## config.mk

```make
export PLATFORM = sky130hd
export DESIGN_NAME = clk_mon_scheduler
export DESIGN_NICKNAME = d
export VERILOG_FILES = /design/src/rtl/clk_mon_scheduler.sv
export SDC_FILE = /design/constraint.sdc
export NUM_CORES = 1
export LEC_CHECK = 0
export ABC_CLOCK_PERIOD_IN_PS = 22300
export BUFFER_PORTS_ARGS = -buffer_cell sky130_fd_sc_hd__buf_2
export CORE_UTILIZATION = 47
export DETAILED_ROUTE_END_ITERATION = 8
export HOLD_SLACK_MARGIN = 0.03
export PLACE_DENSITY = 0.71
export RECOVER_POWER = 25
export SLEW_MARGIN = 20
export SYNTH_ARGS = -nofsm -noshare
export SYNTH_HDL_FRONTEND = slang
export SYNTH_SLANG_ARGS = --single-unit
```

## constraint.sdc

```tcl
create_clock -name clk100 -period 22.3 [get_ports clk100]
set_clock_uncertainty 0.1 [all_clocks]
set_input_delay 1.115 -clock clk100 [delete_from_list [all_inputs] [get_ports clk100]]
set_output_delay 1.115 -clock clk100 [all_outputs]
set_load 0.02 [all_outputs]
```

## src/rtl/clk_mon_scheduler.sv

```systemverilog
// Sweeps up to eight clocks through one shared external counter: select, settle, clear,
// gate, drain, then capture the count and range-check it. Results can be read back per channel.
module clk_mon_scheduler #(
   parameter int GATE_CYCLES   = 1000000,
   parameter int SETTLE_CYCLES = 64,
   parameter int CLEAR_CYCLES  = 16,
   parameter int DRAIN_CYCLES  = 16
) (
   input  logic        clk100,
   input  logic        reset_in,
   input  logic        start,
   input  logic        continuous,
   input  logic        abort,
   input  logic [7:0]  enable_mask,
   input  logic [23:0] min_count,
   input  logic [23:0] max_count,
   input  logic [23:0] cnt_value,
   output logic [2:0]  mux_sel,
   output logic        cnt_clear,
   output logic        cnt_enable,
   input  logic [2:0]  rd_addr,
   output logic [31:0] rd_data,
   output logic [7:0]  alarm,
   output logic        busy,
   output logic        sweep_done
);

   typedef enum logic [2:0] {S_IDLE, S_SETTLE, S_CLEAR, S_GATE, S_DRAIN, S_CAPTURE, S_NEXT} state_t;

   localparam logic [23:0] SETTLE_LAST = 24'(SETTLE_CYCLES - 1);
   localparam logic [23:0] CLEAR_LAST  = 24'(CLEAR_CYCLES - 1);
   localparam logic [23:0] GATE_LAST   = 24'(GATE_CYCLES - 1);
   localparam logic [23:0] DRAIN_LAST  = 24'(DRAIN_CYCLES - 1);

   state_t      state_q, state_d;
   logic [23:0] cnt_q, cnt_d;
   logic [7:0]  mask_q, mask_d;
   logic [2:0]  sel_q, sel_d;
   logic        done_q, done_d;
   logic        clr_q, clr_d;
   logic        en_q, en_d;
   logic [7:0]  alarm_q;
   logic [31:0] rd_q;
   logic [31:0] result_q [8];
   logic [3:0]  nxt_bit, first_bit;

   // Returns {found, index} of the lowest set bit of m at or above lo.
   function automatic logic [3:0] find_bit(input logic [7:0] m, input logic [3:0] lo);
      logic [3:0] r;
      r = 4'b0;
      for (int i = 7; i >= 0; i--)
         if (m[i] && (4'(i) >= lo)) r = {1'b1, 3'(i)};
      return r;
   endfunction

   always_ff @(posedge clk100 or posedge reset_in) begin
      if (reset_in) begin
         state_q <= S_IDLE;
         cnt_q   <= '0;
         mask_q  <= '0;
         sel_q   <= '0;
         done_q  <= 1'b0;
         clr_q   <= 1'b1;
         en_q    <= 1'b0;
         alarm_q <= '0;
         rd_q    <= 32'hFFFF_FFFF;
         for (int i = 0; i < 8; i++) result_q[i] <= 32'hFFFF_FFFF;
      end else begin
         state_q <= state_d;
         cnt_q   <= cnt_d;
         mask_q  <= mask_d;
         sel_q   <= sel_d;
         done_q  <= done_d;
         clr_q   <= clr_d;
         en_q    <= en_d;
         rd_q    <= result_q[rd_addr];
         if (state_q == S_CAPTURE && !abort) begin
            result_q[sel_q] <= {8'h00, cnt_value};
            alarm_q[sel_q]  <= (cnt_value < min_count) | (cnt_value > max_count) |
                               (cnt_value == 24'hFF_FFFF);
         end
      end
   end

   always_comb begin
      state_d   = state_q;
      cnt_d     = cnt_q + 24'd1;
      mask_d    = mask_q;
      sel_d     = sel_q;
      done_d    = 1'b0;
      nxt_bit   = find_bit(mask_q, {1'b0, sel_q} + 4'd1);
      first_bit = find_bit(enable_mask, 4'd0);
      case (state_q)
         S_IDLE: if (start) begin
            mask_d = enable_mask;
            if (first_bit[3]) begin
               state_d = S_SETTLE;
               sel_d   = first_bit[2:0];
            end else done_d = 1'b1;
         end
         S_SETTLE:  if (cnt_q == SETTLE_LAST) state_d = S_CLEAR;
         S_CLEAR:   if (cnt_q == CLEAR_LAST)  state_d = S_GATE;
         S_GATE:    if (cnt_q == GATE_LAST)   state_d = S_DRAIN;
         S_DRAIN:   if (cnt_q == DRAIN_LAST)  state_d = S_CAPTURE;
         S_CAPTURE: state_d = S_NEXT;
         S_NEXT: if (nxt_bit[3]) begin
            state_d = S_SETTLE;
            sel_d   = nxt_bit[2:0];
         end else begin
            done_d  = 1'b1;
            state_d = S_IDLE;
            if (continuous) begin
               mask_d = enable_mask;
               if (first_bit[3]) begin
                  state_d = S_SETTLE;
                  sel_d   = first_bit[2:0];
               end
            end
         end
         default: state_d = S_IDLE;
      endcase
      if (state_d != state_q) cnt_d = '0;
      // Abort overrides everything, including a simultaneous start or end of sweep.
      if (abort) begin
         state_d = S_IDLE;
         cnt_d   = '0;
         mask_d  = mask_q;
         sel_d   = sel_q;
         done_d  = 1'b0;
      end
   end

   always_comb begin
      clr_d = (state_d == S_CLEAR);
      en_d  = (state_d == S_GATE);
      busy  = (state_q != S_IDLE);
   end

   assign mux_sel    = sel_q;
   assign cnt_clear  = clr_q;
   assign cnt_enable = en_q;
   assign rd_data    = rd_q;
   assign alarm      = alarm_q;
   assign sweep_done = done_q;

endmodule

```

* After elaboration in Yosys (flattened, before gate mapping) *
Index checks and enable logic that the tools add are counted.

word-level totals
  bits in registers = 337
  input bits = 88
  output and inout port bits = 47
  logic and storage cells = 125

operators by class
  $add $sub $neg = 2
  magnitude comparators = 15
  equal/unequal tests = 17
  muxes and demuxes = 52
  bitwise logic cells = 5
  reduce and logical (&&, ||, !) cells = 17

operators with widths
  operator                                                           count
  bitwise mux 256 bit                                                1
  binary-select mux 32 bit (select 3 bit)                            1
  demux 32 bit (select 3 bit)                                        1
  2-to-1 mux 32 bit                                                  3
  2-to-1 mux 4 bit                                                   16
  2-to-1 mux 24 bit                                                  2
  2-to-1 mux 3 bit                                                   11
  adder 24 x 1 -> 24 bit (second input constant)                     1
  equality test 24 x 20 -> 1 bit (second input constant)             1
  equality test 24 bit (second input constant)                       1
  equality test 24 x 4 -> 1 bit (second input constant)              1
  equality test 24 x 6 -> 1 bit (second input constant)              1
  > comparator 24 bit                                                1
  less-than comparator 24 bit                                        1
  2-to-1 mux 8 bit                                                   3
  case mux 3 bit (7 select lines)                                    1
  greater-or-equal comparator 3 x 4 -> 1 bit (first input constant)  4
  case mux 8 bit (2 select lines)                                    1
  equality test 3 x 2 -> 1 bit (second input constant)               4
  logical AND 1 bit                                                  11
  equality test 3 bit (second input constant)                        3
  bitwise mux 8 bit                                                  1
  greater-or-equal comparator 1 x 4 -> 1 bit (first input constant)  2
  greater-or-equal comparator 2 x 4 -> 1 bit (first input constant)  2
  other kinds (22)                                                   34

* Longest topological paths before layout *
Gate-level depths: netlist of the first run.

  depth after elaboration = 16
  gate-level depth with buffers = 9
  mapped depth without buffers = 8

* Worst setup path before layout of the first run *
OpenSTA, ideal clock, no wires.

  path kind = input -> register
  start = in abort
  end = reg result_q[39] (netlist bit)
  setup time = 0.082 ns
  arrival time = 2.775 ns
  data required time = 22.118 ns
  path slack = 19.343 ns
  stages on the path = 6
  path buffers = 2
  cells stage by stage = buf_2 > nor4b_4 > nand2_4 > nor3_4 > buf_6 > mux2_2

on the way
  longest elaborated chain between the ends = 2

ends and longest elaborated chain
  item                            line  text
  start: declaration              13    input logic abort,
  logical NOT 1 bit               77    if (state_q == S_CAPTURE && !abort) begin
  logical AND 1 bit               77
  end signal: indexed assignment  78    result_q[sel_q] <= {8'h00, cnt_value};
  end: declaration                44    logic [31:0] result_q [8];

No other way between the ends.
A chain may end at the register's enable or synchronous reset.

==> results of run 1 <==
power groups by stage:
stage	clock network [W]	registers, W	logic [W]
floorplan	0	0.000518	0.0000570
global placement	0	0.000521	0.0000872
detailed placement	0	0.000521	0.0000891
CTS	0.000532	0.000514	0.0000895
global route	0.000549	0.000515	0.0000999
finish	0.000518	0.000514	0.0000887
sequential cells by signal, summed over array words and instances, names as in the netlist:
name / count
mux_sel: 3
cnt_clear: 1
cnt_q: 24
cnt_enable: 1
mask_q: 8
sweep_done: 1
result_q: 200
alarm: 8
state_q: 3
rd_data: 25
kinds of logic after synthesis:
| kind of cell | count (synthesis) | share of synthesized area |
|---|---|---|
| buf+inv | 109 | 0.0376 |
| xor+xnor | 24 | 0.0152 |
| flops | 274 | 0.517 |
| mux | 274 | 0.264 |
| fa+ha+maj | 51 | 0.0462 |
| simple gates | 186 | 0.0755 |
| compound gates | 94 | 0.0447 |
synth_stat cells, drive strengths merged (9+ instances only):
library cell	number	area share
a21oi	25	0.0091
nor3	10	0.0064
nor4	9	0.0045
nor2	55	0.016
dfstp	226	0.43
nand3	22	0.0080
nand2	28	0.0082
buf	39	0.019
and2	9	0.0041
xor2	14	0.0089
xnor2	10	0.0063
ha	51	0.046
mux4	50	0.082
inv	62	0.017
mux2	222	0.18
dfrtp	48	0.087
nand4	21	0.011
o21ai	21	0.0076
cell usage in the layout (no fill, tap or decap), drive strengths merged, types with 10 or more instances in the layout:
| cell | count |
|---|---|
| a21oi | 25 |
| buf | 120 |
| clkbuf | 70 |
| dfrtp | 48 |
| dfstp | 226 |
| ha | 51 |
| inv | 63 |
| mux2 | 222 |
| mux4 | 50 |
| nand2 | 28 |
| nand3 | 22 |
| nand4 | 21 |
| nor2 | 55 |
| nor3 | 10 |
| o21ai | 21 |
| xnor2 | 10 |
| xor2 | 14 |
worst min path at each step:
stage               cells after the start  slack (ns)           end
global route                            1        0.39  result_q[62]
finish                                  1        0.36      cnt_q[0]
floorplan                               1        0.33      cnt_q[0]
CTS                                     1        0.37      cnt_q[0]
detailed placement                      1        0.36      cnt_q[0]
global placement                        1        0.35      cnt_q[0]
metal layers:
layer | global-route usage | share of wire | up-vias
li1 | - | - | 3949
met1 | 0.283 | 0.44 | 4470
met2 | 0.349 | 0.49 | 198
met3 | 0.0390 | 0.048 | 43
met4 | 0.0616 | 0.027 | 2
met5 | 0 | 0.00039 | -
metrics by stage:
step / area [µm²] / total power, W
after floorplan: 13800 / 0.000575
after detailed placement: 14800 / 0.000610
after CTS: 15800 / 0.00113
after global placement: 14800 / 0.000608
after global routing: 15800 / 0.00116
final: 15800 / 0.00112
final cells by class:
type	count	area [µm²]	share of cell area
clock buffers	47	977	0.0618
clock inverters	8	96.3	0.00610
inverters	62	234	0.0148
multi-input cells	629	6160	0.390
flip-flops and latches	274	7140	0.452
well taps	384	480	0.0304
repair buffers	143	709	0.0449
==> key figures, run 1 <==
Worst setup path
  – R2R setup slack: 19.15 ns
  – Max incr delay on CP: ~2.9 ns
  – Worst path top cell family by delay: buffers and inverters
  – Buf/Inv on CP: 4
  – CP Capture Type: asynchronous set/reset pin
  – CP cell instances: buf_2 > clkinvlp_2 > buf_4 > buf_4
  – Crit Path Class: in2async
  – Slowest CP cell: clkinvlp_2
  – Crit path launch type: input pin
  – Crit Path Max Fanout: 119
  – Most frequent CP cell: buf_4
  – Crit path capture: rd_data[6]
  – CP arrival: 6.17 ns
  – R2R depth: 8
  – Reg2Reg Capture Point: mask_q[4]
  – CP startpoint: reset_in
  – Required time of the worst setup path: 22.84 ns
  – R2R Path Start: mux_sel[1]
  – Cell depth of the worst setup path: 4

Power and ir drop
  – Worst vdd ir: 0.0597 mV
  – Switching power: 0.000259 W
  – Sequential power share: 0.458
  – Gate power share: 0.079
  – Internal power: 0.000863 W
  – Clock share of power: 0.462
  – Power Density: 71.0 nW/µm²
  – P_leak: slightly below 7 nW
  – Switching fraction of total power: 0.231

STA
  – Worst Max-Slew Pin Slew: 5.13 ns
  – Final setup fails: 0
  – Achievable Freq: 0.178 GHz
  – RSZ-0062 raised after global routing: no
  – Crit share post-route: 0.252
  – Fin. Hold Viols: 0
  – Setup TNS: 0 ns
  – Hold Slack: 0.363 ns
  – Rel. slew slack: -2.44
  – Pins Over Slew Limit: 171
  – Setup ws final: 16.68 ns
  – Crit path time final: between 5 and 6 ns

Floorplanning
  – Die area: 30,100 µm²
  – Top-level I/O count: 135
  – Die width: ~170 µm
  – Starting Density: 0.480
  – Rows: 62
  – Die Ht: roughly 170 µm
  – CORE AREA: 28,800 µm²

Yosys
  – Avg Inst Size Synth: 13.7 µm²
  – Yosys warns: 0
  – Post-synthesis cell area: 13,800 µm²
  – Dominant synthesized flop cell: dfstp_2
  – EDFF count, synth: 0
  – Seq/Total Area, Yosys: 0.517
  – Seq cells post-synth: 274
  – Async set-reset flop share out of synthesis: 1.00
  – Mapped Cells: 1,012
  – Synth unique cells: between 60 and 70
  – Syn nets: 1,151

CTS
  – CTS tree: yes
  – CTS root buf: clkbuf_16
  – Clock buffer depth: 3
  – CTS Sinks: 274
  – Hold buffers post-CTS: 0
  – H-tree levels: 1
  – Total CTS buffers: 30
  – # resized after CTS: 0
  – Setup bufs post-CTS: 0
  – Clk Latency, worst-skew pair: approximately 0.55 ns
  – Clk slew on worst S/H paths: 0.06 ns

Global routing
  – Total gr overflow: 0
  – Global-route wire length before repair: 50,000 µm
  – Initial antenna violation count: 2
  – Vias in the first global route: 9,123
  – GRT Util Overall: 0.211
  – Pin count of the biggest net entering global routing: 120

Cells and area
  – Finished Core Util: 0.549
  – Post-Layout Cell Count: 1,547
  – Nets: 1,279
  – Area Growth Syn to Fin: 14.4%
  – FILL cells: 2,373
  – Ant. Diodes: 0
  – Layout cell share with drive strength beyond 1: 0.592

Worst hold path
  – Hold wc startpoint: cnt_q[0]
  – Hold Path Class: reg2reg

Route
  – Iteration-0 DRC Markers: between 500 and 600
  – Vias: 8,662
  – Via density per instance: about 5.6
  – Total Wirelength: 30,700 µm
  – WL per Instance: 19.8 µm
  – DRT antenna net count: 0
  – DRC violations left: 0
  – 1st-pass router iterations: 5

Place
  – DP Wirelength: 19,900 µm
  – Inst Count DP: ~1,500
  – I/O Buffers: between 100 and 150
  – RD Place Congestion: 0.838
  – Dpl ws: 18.53 ns

Run status
  – Failing checks: capacitance limit, slew limit
  – Outcome: finished with violations

Run
  – Number of max-cap violations: 2
Note: power is estimated with default switching activity, not from simulation.
==> run 2, diff against run 1 <==
--- a/config.mk
+++ b/config.mk
@@ -5,12 +5,12 @@
 export SDC_FILE = /design/constraint.sdc
 export NUM_CORES = 1
 export LEC_CHECK = 0
-export ABC_CLOCK_PERIOD_IN_PS = 22300
+export ABC_CLOCK_PERIOD_IN_PS = 5100
 export BUFFER_PORTS_ARGS = -buffer_cell sky130_fd_sc_hd__buf_2
 export CORE_UTILIZATION = 47
 export DETAILED_ROUTE_END_ITERATION = 8
 export HOLD_SLACK_MARGIN = 0.03
-export PLACE_DENSITY = 0.71
+export PLACE_DENSITY = 0.73
 export RECOVER_POWER = 25
 export SLEW_MARGIN = 20
 export SYNTH_ARGS = -nofsm -noshare
==> constraint.sdc (replaced) <==
create_clock -name clk100 -period 5.1 [get_ports clk100]
set_clock_uncertainty 0.1 [all_clocks]
set_input_delay 0.255 -clock clk100 [delete_from_list [all_inputs] [get_ports clk100]]
set_output_delay 0.255 -clock clk100 [all_outputs]
set_load 0.02 [all_outputs]
==> key figures, run 2 (synthesis gave the netlist of run 1 again) <==
Global routing
  – Initial antenna violation count: 1
  – Pin count of the biggest net entering global routing: 210
  – Global-route wire length before repair: between 40,000 and 50,000 µm
  – Vias in the first global route: 8,955
  – Total gr overflow: 0
  – GRT Util Overall: 0.207

Route
  – Iteration-0 DRC Markers: 475
  – Vias: 8,659
  – DRC violations left: 0
  – Via density per instance: between 5 and 6
  – 1st-pass router iterations: 5
  – Total Wirelength: 30,500 µm
  – WL per Instance: 19.5 µm
  – DRT antenna net count: 0

Floorplanning
  – Starting Density: 0.480
  – Top-level I/O count: 135
  – Die area: between 30,000 and 40,000 µm²
  – Rows: 62
  – Die Ht: 173 µm
  – CORE AREA: 28,800 µm²
  – Die width: 173 µm

STA
  – Crit path time final: 3.47 ns
  – Rel. slew slack: -1.16
  – Crit share post-route: 0.681
  – Pins Over Slew Limit: 112
  – Worst Max-Slew Pin Slew: 3.24 ns
  – Hold Slack: 0.0473 ns
  – Fin. Hold Viols: 0
  – Setup ws final: 1.63 ns
  – Setup TNS: 0 ns
  – Achievable Freq: 0.288 GHz
  – Final setup fails: 0
  – RSZ-0062 raised after global routing: no

Power and ir drop
  – Worst vdd ir: approximately 0.20 mV
  – P_leak: 7.00 nW
  – Power Density: 294 nW/µm²

Run status
  – Failing checks: capacitance limit, slew limit
  – Outcome: finished with violations

Cells and area
  – Area Growth Syn to Fin: 15.0%
  – Layout cell share with drive strength beyond 1: 0.592
  – Design area: 15,900 µm²
  – Nets: 1,298
  – Ant. Diodes: 0
  – Largest Register: result_q
  – Max FFs per register: 200
  – Leading cell types in the layout, fill and taps excluded: dfstp_2 (226), mux2_2 (218), buf_2 (128), inv_1 (59), nor2_1 (53)
  – Commonest non-fill, non-tap cell in the layout: dfstp_2

Worst setup path
  – CP Capture Type: asynchronous set/reset pin
  – Reg2Reg Capture Point: mask_q[1]
  – R2R Path Start: mux_sel[1]
  – R2R setup slack: 2.10 ns
  – R2R depth: 8
  – CP arrival: 3.30 ns
  – Crit Path Max Fanout: 61
  – Crit Path Class: in2async
  – Required time of the worst setup path: 4.92 ns
  – Crit path launch type: input pin

CTS
  – Clk Latency, worst-skew pair: 0.54 ns
  – CTS tree: yes
  – Clock buffer depth: 3
  – CTS Sinks: 274
  – Total CTS buffers: 29
  – H-tree levels: 1
  – Clk slew on worst S/H paths: about 0.060 ns
  – CTS root buf: clkbuf_16

Worst hold path
  – Hold wc startpoint: cnt_value[1]
  – Hold-critical path endpoint: result_q[65]
  – Hold Path Class: in2reg
  – Hold Crit Depth: 2

Place
  – DP Wirelength: 19,100 µm
  – RD Place Congestion: 0.820
  – I/O Buffers: 134
  – Dpl ws: 2.13 ns
  – Area post-placement: 14,800 µm²

Run
  – Number of max-cap violations: 2
==> run 2: cell count changes in the layout (fill, tap and decap cells not counted), moves of 3 or more <==
cell	change
dlygate4sd3_1	+18
buf_2	+17
clkbuf_1	-13
clkbuf_8	-3
==> run 2: report_power, final <==
part,switching (W),total (W),internal [W]
logic,0.000242,0.000397,0.000154
registers,0.0000300,0.00225,0.00222
clock network,0.000832,0.00203,0.00120
total,0.00110,0.00467,0.00357
==> run 2: through the flow <==
stage | total power, W | util | instances
after global placement | 0.00266 | 0.513 | 1493
final | 0.00467 | 0.552 | 1562
after global routing | 0.00485 | 0.552 | 1562
after floorplan | 0.00252 | - | 1012
after detailed placement | 0.00266 | 0.513 | 1493
after CTS | 0.00472 | 0.552 | 1561
==> run 2: layer usage <==
| metal | track usage | up-vias | part of all wire |
|---|---|---|---|
| met2 | 0.342 | 194 | 0.49 |
| met5 | 0 | - | 0.00033 |
| li1 | - | 3978 | - |
| met4 | 0.0465 | 2 | 0.019 |
| met3 | 0.0349 | 43 | 0.048 |
| met1 | 0.287 | 4442 | 0.45 |
==> run 2: cell type report <==
cell class | count | area, µm²
well taps | 384 | 480
flip-flops and latches | 274 | 7140
inverters | 62 | 236
repair buffers | 163 | 943
fillers | 2379 | 12900
clock inverters | 4 | 23.8
multi-input cells | 629 | 6160
clock buffers | 46 | 901
==> run 2: critical path, stage by stage <==
cell and delay (ns):
dlygate4sd3_1 0.54, clkbuf_1 0.12, clkinvlp_4 0.07, clkbuf_1 2.27
==> run 2: repair_timing <==
| item | in CTS | in global routing |
|---|---|---|
| resized for setup | 0 | 0 |
| hold buffers | 18 | 0 |
| endpoints found under the hold margin | 107 | 0 |
| buffers inserted | 0 | 0 |
==> run 2: how the worst max path moves through the flow <==
stage                end        from  slack (ns)
2_1_floorplan   alarm[0]    reset_in        1.31
3_3_place_gp   mask_q[5]  mux_sel[1]        2.19
3_5_place_dp   mask_q[7]  mux_sel[1]        2.13
4_1_cts        mask_q[2]  mux_sel[1]        2.11
5_1_grt         alarm[2]    reset_in        1.02
6_report        alarm[4]    reset_in        1.63
